## src/rtl/io_host_sequencer.sv

```systemverilog
// Host-side input sequencer: queues operand bytes and answers processor input requests.
// Optional watchdog on WAIT_REQ/RELEASE enabled by defining IO_HOST_WATCHDOG_EN.
module io_host_sequencer #(
    parameter int DEPTH     = 8,
    parameter int ENTER_CYC = 2
`ifdef IO_HOST_WATCHDOG_EN
    ,
    parameter int TIMEOUT   = 1024
`endif
) (
    input  logic       Clock,
    input  logic       Reset,
    input  logic       load_valid,
    input  logic [7:0] load_data,
    output logic       load_ready,
    input  logic       start,
    input  logic       CheckState,
    input  logic       Halt,
    input  logic [7:0] dataOut,
    output logic [7:0] data_in,
    output logic       Enter,
    output logic       testStart,
    output logic [7:0] result,
    output logic       result_valid,
    output logic       busy,
    output logic       underflow,
    output logic       timeout
);
    localparam int AW = $clog2(DEPTH);
    localparam int CW = (ENTER_CYC > 1) ? $clog2(ENTER_CYC) : 1;
    localparam logic [AW:0]   FULL_CNT = (AW + 1)'(DEPTH);
    localparam logic [CW-1:0] LAST_CYC = CW'(ENTER_CYC - 1);

    typedef enum logic [2:0] {
        IDLE, WAIT_REQ, SETUP, STROBE, RELEASE, DONE
    } state_e;

    state_e        state_q, state_d;
    logic [7:0]    mem_q [DEPTH];
    logic [AW-1:0] wptr_q, rptr_q;
    logic [AW:0]   count_q, count_d;
    logic          lr_q;
    logic          push, pop, empty;
    logic [7:0]    data_in_q, data_in_d;
    logic [7:0]    result_q, result_d;
    logic          enter_q;
    logic          tstart_q, tstart_d;
    logic          rv_q, rv_d;
    logic          uf_q, uf_d;
    logic [CW-1:0] cyc_q, cyc_d;
    logic          wd_hit;

    assign empty   = (count_q == '0);
    assign push    = load_valid && lr_q;
    assign count_d = count_q + (AW + 1)'(push) - (AW + 1)'(pop);

    always_comb begin
        state_d   = state_q;
        data_in_d = data_in_q;
        result_d  = result_q;
        tstart_d  = 1'b0;
        rv_d      = rv_q;
        uf_d      = uf_q;
        cyc_d     = cyc_q;
        pop       = 1'b0;
        unique case (state_q)
            IDLE, DONE: begin
                if (start) begin
                    tstart_d = 1'b1;
                    rv_d     = 1'b0;
                    uf_d     = 1'b0;
                    state_d  = WAIT_REQ;
                end
            end
            WAIT_REQ: begin
                if (Halt) begin
                    result_d = dataOut;
                    rv_d     = 1'b1;
                    state_d  = DONE;
                end else if (wd_hit) begin
                    state_d = DONE;
                end else if (CheckState) begin
                    if (!empty) begin
                        pop       = 1'b1;
                        data_in_d = mem_q[rptr_q];
                        state_d   = SETUP;
                    end else begin
                        uf_d = 1'b1;
                    end
                end
            end
            SETUP: begin
                cyc_d   = '0;
                state_d = STROBE;
            end
            STROBE: begin
                if (cyc_q == LAST_CYC) state_d = RELEASE;
                else cyc_d = cyc_q + 1'b1;
            end
            RELEASE: begin
                if (Halt) begin
                    result_d = dataOut;
                    rv_d     = 1'b1;
                    state_d  = DONE;
                end else if (wd_hit) begin
                    state_d = DONE;
                end else if (!CheckState) begin
                    state_d = WAIT_REQ;
                end
            end
            default: state_d = IDLE;
        endcase
    end

    always_ff @(posedge Clock) begin
        if (push) mem_q[wptr_q] <= load_data;
    end

    always_ff @(posedge Clock) begin
        if (!Reset) begin
            state_q   <= IDLE;
            wptr_q    <= '0;
            rptr_q    <= '0;
            count_q   <= '0;
            lr_q      <= 1'b1;
            data_in_q <= '0;
            result_q  <= '0;
            enter_q   <= 1'b0;
            tstart_q  <= 1'b0;
            rv_q      <= 1'b0;
            uf_q      <= 1'b0;
            cyc_q     <= '0;
        end else begin
            state_q   <= state_d;
            wptr_q    <= wptr_q + AW'(push);
            rptr_q    <= rptr_q + AW'(pop);
            count_q   <= count_d;
            lr_q      <= (count_d != FULL_CNT);
            data_in_q <= data_in_d;
            result_q  <= result_d;
            enter_q   <= (state_d == STROBE);
            tstart_q  <= tstart_d;
            rv_q      <= rv_d;
            uf_q      <= uf_d;
            cyc_q     <= cyc_d;
        end
    end

`ifdef IO_HOST_WATCHDOG_EN
    localparam int WW = $clog2(TIMEOUT + 1);

    logic [WW-1:0] wd_q, wd_d;
    logic          to_q;
    logic          waiting;

    assign waiting = (state_q == WAIT_REQ) || (state_q == RELEASE);
    assign wd_hit  = waiting && (wd_q == WW'(TIMEOUT - 1));

    // Counter restarts on every state change so each wait is bounded on its own.
    always_comb begin
        wd_d = '0;
        if (waiting && state_d == state_q) wd_d = wd_q + 1'b1;
    end

    always_ff @(posedge Clock) begin
        if (!Reset) begin
            wd_q <= '0;
            to_q <= 1'b0;
        end else begin
            wd_q <= wd_d;
            if (wd_hit) to_q <= 1'b1;
            else if (tstart_d) to_q <= 1'b0;
        end
    end

    assign timeout = to_q;
`else
    assign wd_hit  = 1'b0;
    assign timeout = 1'b0;
`endif

    assign load_ready   = lr_q;
    assign data_in      = data_in_q;
    assign Enter        = enter_q;
    assign testStart    = tstart_q;
    assign result       = result_q;
    assign result_valid = rv_q;
    assign underflow    = uf_q;
    assign busy         = (state_q != IDLE) && (state_q != DONE);

endmodule
```

## config.mk

```make
export PLATFORM = sky130hd
export DESIGN_NAME = io_host_sequencer
export DESIGN_NICKNAME = d
export VERILOG_FILES = /design/src/rtl/io_host_sequencer.sv
export SDC_FILE = /design/constraint.sdc
export NUM_CORES = 1
export LEC_CHECK = 0
export BUFFER_PORTS_ARGS = -buffer_cell sky130_fd_sc_hd__buf_2
export CAP_MARGIN = 20
export CORE_MARGIN = 3
export CORE_UTILIZATION = 30
export DETAILED_ROUTE_END_ITERATION = 10
export GPL_ROUTABILITY_DRIVEN = 0
export PLACE_DENSITY = 0.46
export SLEW_MARGIN = 15
export SYNTH_ARGS = -nofsm -noshare
export SYNTH_HDL_FRONTEND = slang
export SYNTH_SLANG_ARGS = --single-unit
```

## constraint.sdc

```tcl
create_clock -name Clock -period 4 [get_ports Clock]
set_input_delay 0.4 -clock Clock [delete_from_list [all_inputs] [get_ports Clock]]
set_output_delay 0.4 -clock Clock [all_outputs]
set_load 0.1 [all_outputs]
```

==> out/qor.yml, run 1 <==
status: "complete, no violations"
maxCapViolCount: 0
pwr-share-seq_pct: 44.0
path_max_fanout: 21
post-route-period-util_pct: 62.87
timing.fmax_mhz: 397.6
fp.dieW_um: 121.3
cts_buffers: 9
synth_cell_types: 36
ys_warn_count: 0
hold_violations: 0
postCtsSetupBuffers: 0
clk_pin_slew_ps: 70
h-tree-depth: 3
top_usage_layer: "met2"
drtIter0Drc: 115
power_leakage_uw: 0.001677
rsz0062_at_grt: "false"
met2_usage_pct: 16.37
postSynthAreaPerCell_sq_um: 15.29
netlist_instances: 261
path_cells: "inv_1, ha_1, nor3b_1, nor3b_2, buf_4, xnor2_1, ha_1, inv_1, fa_1, xnor2_1, nor3b_1, nand3_1"
cp_slowest_cell: "fa_1"
holdCritPathClass: "in -> reg"
skew_ps: 7.258
layoutNonFillerInstCount: 479
avgViaCountPerCell: 4.428
clock_path_buffers: 2
cts_hold_buf: 0
first_pass_iters: 4
clockPowerShare_pct: 31.1
start_kind: "flip-flop"
layout-drive-gt1-share_pct: 27.69
setup_viol: 0
wl_um: 7478
io_pins: 45
worst_slew_pin_slew_ps: 1019
power_density_nw_per_um2: 616.7
crit_path_end_kind: "flip-flop"
area_growth_pct: 16.55
clock_latency_ps: 350
yosysSeqAreaShare_pct: 65.71
period_minus_slack_ps: 2515
grt_antenna_before_repair: 0
cpPeakStageDelay_ps: 380
dp_cells: 463
fp-row-count: 41
p_int_uw: 1912
grt_max_degree: 35
cp.required_ps: 4210
grt_use_met1_pct: 14.23
grt_pass1_wl_um: 11640
async_reset_ff_share_pct: 0
antennaDiodeCount: 0
core-area_sq_um: 12820
stdcell_area_sq_um: 4652
placed_cell_area_sq_um: 4344
grt_util_all_layers_pct: 10.85
comb_power_share_pct: 24.9
grt_use_met3_pct: 4.476
p_switching_uw: 957.1
portBuffers: 43
syn_nets: 291
fin_tns_setup_ps: 0
ff2ff_setup_slack_ps: 1490
clock-root-buffer: "clkbuf_16"
vias: 2121
grt_pass1_vias: 2078
relSlewSlack_pct: 31.78
ys_seq_elements: 99
ir_worst_vdd_mv: 0.2898
route.detailed.drc: 0
cts_tree: "done"
cts_resized: 0
synth_edf_count: 64
cp.arrival_ps: 2720
wl_per_cell_um: 15.61
die_y_um: 121.3
hpwl_um: 4866
ys.flop_type: "edfxtp_1"
die-area_sq_um: 14720
synthesis.area_sq_um: 3991
switching_share_pct: 33.36
initial_utilization_pct: 31.12
drtAntennaViolNets: 0
tritoncts_num_sinks: 99
drv_slew: 0
nets: 332
hold_slack_ps: 309.6
gr-total-overflow: 0
crit_type: "reg -> reg"
cell usage after synthesis, types with 2 or more instances:
cell type | instances | area share (%)
ha_1 | 7 | 2.2
or2_2 | 3 | 0.47
nor3b_2 | 2 | 0.63
nor3_1 | 2 | 0.25
o21ai_0 | 9 | 1.1
and2_1 | 15 | 2.4
clkbuf_1 | 3 | 0.28
xor2_1 | 5 | 1.1
nor2b_1 | 13 | 2.0
nand2_1 | 9 | 0.85
a21boi_0 | 2 | 0.38
xnor2_1 | 2 | 0.44
nor3b_1 | 4 | 0.75
dfxtp_1 | 35 | 18
buf_4 | 5 | 0.94
edfxtp_1 | 64 | 48
nand3_1 | 3 | 0.38
mux2i_1 | 17 | 4.3
buf_2 | 4 | 0.50
mux4_2 | 16 | 9.0
a21oi_1 | 9 | 1.1
inv_1 | 7 | 0.66
buf_6 | 3 | 0.85
nor2_1 | 7 | 0.66
nand2b_1 | 4 | 0.63
metrics by stage:
step | setup WS (ps) | util [%] | total power, uW
3_3_place_gp | 1555 | 33.87 | 2007
3_5_place_dp | 1485 | 33.87 | 2012
4_1_cts | 1406 | 36.27 | 2918
2_1_floorplan | 1477 | - | 1867
5_1_grt | 1155 | 36.27 | 3025
6_report | 1485 | 36.27 | 2869
cell type report:
| class | instances | area, sq um |
|---|---|---|
| clock buffers | 9 | 225.2 |
| clock inverters | 7 | 82.58 |
| fillers | 1247 | 8173 |
| inverters | 7 | 26.28 |
| multi-input cells | 140 | 1250 |
| flip-flops and latches | 99 | 2623 |
| well taps | 172 | 215.2 |
| repair buffers | 45 | 230.2 |
flip-flops by register name, indices dropped and copies added, names as in the netlist, 3 cells and up:
signal / flops
result: 8
rptr_q: 3
mem_q: 64
state_q: 3
wptr_q: 3
data_in: 8
count_q: 4
critical path: cells and delay by family, from the launching register on:
kind,cells,cell delay (ps)
buffers and inverters,3,340
flip-flops,1,300
XOR/XNOR,2,320
AND/OR/NAND/NOR,4,690
adder cells (fa/ha/maj),3,720
power groups by stage:
stage | clock network [uW] | registers [uW] | logic [uW]
finish | 891 | 1260 | 714
global route | 967 | 1280 | 780
CTS | 923 | 1270 | 730
detailed placement | 0 | 1290 | 724
global placement | 0 | 1280 | 722
floorplan | 0 | 1470 | 392
per-layer routing:
metal,routed length [um],vias up,share of wire (%)
li1,-,1037,-
met1,3580,1027,48
met2,3367,49,45
met3,445,8,6.0
met4,84,0,1.1
met5,0,-,0
final timing paths:
check | startpoint | end | depth (start not counted)
max | count_q[2] | load_ready | 12
min | dataOut[4] | result[4] | 3
max reg2reg | count_q[2] | load_ready | 12
min reg2reg | result_valid | result_valid | 2
kinds of logic (layout without fill, tap and decap cells):
logic type,after synthesis,in the layout,share of synthesized area [%]
DFF,99,99,65.71
AOI/OAI and AO/OA,27,27,4.012
and+or+nand+nor,64,64,9.436
other,1,1,0.09395
adders and majority gates,8,8,2.696
muxes,33,33,13.29
buffers and inverters,22,68,3.229
xor gates and xnor gates,7,7,1.536
placed cells by master (no fill, tap or decap), drive strengths merged, types with 9 or more instances in the layout:
master  instances
a21oi           9
and2           15
buf            45
clkbuf          9
dfxtp          35
edfxtp         64
inv            10
mux2i          17
mux4           16
nand2           9
nor2b          13
o21ai          10
No activity file was read; power rests on OpenSTA's default activity.
==> run 2: changes to the inputs <==
--- a/config.mk
+++ b/config.mk
@@ -5,6 +5,7 @@
 export SDC_FILE = /design/constraint.sdc
 export NUM_CORES = 1
 export LEC_CHECK = 0
+export ABC_AREA = 1
 export BUFFER_PORTS_ARGS = -buffer_cell sky130_fd_sc_hd__buf_2
 export CAP_MARGIN = 20
 export CORE_MARGIN = 3
==> constraint.sdc (replaced) <==
create_clock -name Clock -period 2.5 [get_ports Clock]
set_input_delay 0.25 -clock Clock [delete_from_list [all_inputs] [get_ports Clock]]
set_output_delay 0.25 -clock Clock [all_outputs]
set_load 0.1 [all_outputs]
==> run 2 against run 1 <==
  * Largest cell class unchanged
  * Combinational power up 97%
  * Die area grew 6.0%
  * Fmax increased by 19%
  * Sequential power rose by 59%
==> out/qor.yml, run 2 <==
p_int_uw: 3047  # +59%
timing.fmax_mhz: 474.5  # +19%
hold_slack_ps: 164.1  # -145.4 ps
start_kind: "flip-flop"
portBuffers: 43  # unchanged
stdcell_area_sq_um: 4971  # +6.9%
largest_reg_flops: 64  # unchanged
ys.flop_type: "edfxtp_1"
clock_latency_ps: 340  # about the same
synth_top_area_share_pct: 45.31  # -2.8 points
avgViaCountPerCell: 4.344  # -1.9%
die-area_sq_um: 15600  # +6.0%
pwr-share-seq_pct: 41.8  # -2.2 points
cts_tree: "done"
cp.required_ps: 2710  # -1500 ps
syn_nets: 478  # +64%
layout-drive-gt1-share_pct: 16.44  # -11 points
post-route-period-util_pct: 84.29  # +21 points
final_util_pct: 36.66  # +0.39 points
ys_warn_count: 0  # unchanged
skew_ps: 7.895  # +0.6365 ps
synth_edf_count: 64  # unchanged
path_max_fanout: 12  # -43%
synthesis.area_sq_um: 4242  # +6.3%
cp.arrival_ps: 2320  # -400 ps
power_density_nw_per_um2: 962.4  # +56%
async_reset_ff_share_pct: 0  # unchanged
vias: 2958  # +39%
yosysSeqAreaShare_pct: 61.83  # -3.9 points
grt_util_all_layers_pct: 13.00  # +2.1 points
yosys.area.top_type: "edfxtp_1"
grt_max_degree: 34  # -2.9%
ys_seq_elements: 99  # unchanged
hold_violations: 0  # unchanged
postSynthAreaPerCell_sq_um: 9.468  # -38%
clockPowerShare_pct: 28.8  # -2.3 points
comb_power_share_pct: 29.4  # +4.5 points
cts_hold_buf: 0  # unchanged
switching_share_pct: 36.31  # +2.9 points
first_pass_iters: 4  # unchanged
final_cell_mix: "110 x nand2_1, 71 x inv_1, 64 x edfxtp_1"
status: "complete, no violations"
ir_worst_vdd_mv: 0.3547  # +22%
regMostFlops: "mem_q"
cpPeakStageDelay_ps: 370  # about the same
post-synth-top-count-cell: "nand2_1"
relSlewSlack_pct: 62.25  # +30 points
drtIter0Drc: 212  # +84%
tritoncts_num_sinks: 99  # unchanged
drv_slew: 0  # unchanged
worst_slew_pin_slew_ps: 562.7  # -456.8 ps
cts_resized: 0  # unchanged
crit_path_end_kind: "flip-flop"
power_leakage_uw: 0.002184  # +30%
p_switching_uw: 1737  # +82%
nets: 530  # +60%
maxCapViolCount: 0  # unchanged
yosys-top-cells-count: "110 x nand2_1, 71 x inv_1, 64 x edfxtp_1"
cp_slowest_cell: "fa_1"
wl_per_cell_um: 14.14  # -9.4%
crit_type: "reg -> reg"
area_growth_pct: 17.20
period_minus_slack_ps: 2107  # -407.6 ps
clock-root-buffer: "clkbuf_16"
fp.dieW_um: 124.9  # +2.9%
wl_um: 9630  # +29%
fin_tns_setup_ps: 0  # unchanged
path_cells: "inv_1, ha_1, nand2_1, nand3_4, buf_4, nand2_1, nand2_1, ha_1, inv_1, fa_1, xnor2_1, nor2_1, nand4_1"
placed_cell_area_sq_um: 4678  # +7.7%
clock_path_buffers: 2  # unchanged
core-area_sq_um: 13560  # +5.7%
grt_pass1_wl_um: 15850  # +36%
synth_area_leaders: "edfxtp_1 45%, dfxtp_1 17%, nand2_1 9.7%, inv_1 6.3%, nand3_1 6.0%"
h-tree-depth: 3  # unchanged
route.detailed.drc: 0  # unchanged
grt_pass1_vias: 2977  # +43%
die_y_um: 124.9  # +2.9%
antennaDiodeCount: 0  # unchanged
synth_cell_types: 34  # -5.6%
fp-row-count: 42  # +2.4%
final_common_cell: "nand2_1"
clk_pin_slew_ps: 60  # about the same
fillers: 1403  # +13%
hpwl_um: 6225  # +28%
rsz0062_at_grt: "false"
netlist_instances: 448  # +72%
initial_utilization_pct: 31.28  # +0.16 points
io_pins: 45  # unchanged
gr-total-overflow: 0  # unchanged
holdCritPathClass: "in -> reg"
postCtsSetupBuffers: 0  # unchanged
cts_buffers: 9  # unchanged
setup_viol: 0  # unchanged
grt_antenna_before_repair: 0  # unchanged
crit_top_cell: "nand2_1"
drtAntennaViolNets: 0  # unchanged
## run 2: changes by cell type after synthesis, moves of 15 or more
cell     previous run  this run
and2_1             15         0
nor2_1              7        42
mux4_2             16         0
nand2_1             9       110
inv_1               7        71
mux2i_1            17         0
nand3_1             3        51
## run 2: cell type report
| class | count | area, sq um | area share (%) |
|---|---|---|---|
| Multi-Input combinational cell | 257 | 1224 | 24.62 |
| Timing Repair Buffer | 56 | 312.8 | 6.292 |
| Clock inverter | 5 | 60.06 | 1.208 |
| Inverter | 77 | 299.0 | 6.016 |
| Clock buffer | 11 | 232.7 | 4.682 |
| Tap cell | 176 | 220.2 | 4.430 |
| Sequential cell | 99 | 2623 | 52.76 |
## run 2: critical path, delay by kind of cell (launching register included)
| kind | cells | cell delay (ps) |
|---|---|---|
| XOR/XNOR | 1 | 160 |
| adder cells (fa/ha/maj) | 3 | 660 |
| buffers and inverters | 3 | 320 |
| flip-flops | 1 | 300 |
| AND/OR/NAND/NOR | 6 | 540 |
## run 2: routing by layer
layer	vias to the layer above	part of all wire (%)	track usage [%]
li1	1532	-	-
met1	1359	45	17.00
met3	11	5.5	1.672
met5	-	0	0
met2	56	49	22.14
met4	0	1.4	4.783
## run 2: path summary, 6_finish.rpt
check / from / cells past startpoint / end / slack, ps
min reg2reg: result_valid / 2 / result_valid / 460
min: dataOut[6] / 3 / result[6] / 160
max reg2reg: count_q[2] / 13 / load_ready / 390
max: count_q[2] / 13 / load_ready / 390
## run 2: stage by stage
stage / power, uW / setup WS (ps) / std cells
2_1_floorplan: 3163 / 183.3 / 448
3_3_place_gp: 3440 / 433.7 / 665
3_5_place_dp: 3456 / 396.3 / 665
4_1_cts: 4839 / 374.6 / 681
5_1_grt: 5077 / 142.2 / 681
6_report: 4784 / 392.7 / 681
## run 2: logic make-up after synthesis
family                   share of synthesized area (%)
other                                          0.08841
adder cells (fa/ha/maj)                          2.537
XOR/XNOR                                        0.8259
AO/OA/AOI/OAI                                    3.717
buffers and inverters                            9.322
AND/OR/NAND/NOR                                  21.68
flip-flops                                       61.83
## run 2: power by group through the flow
stage                     logic (uW)  clock network (uW)  registers [uW]
after floorplan                  714                   0            2450
after global placement          1410                   0            2030
after detailed placement        1420                   0            2040
after CTS                       1420                1410            2000
after global routing            1560                1490            2020
final                           1410                1380            2000
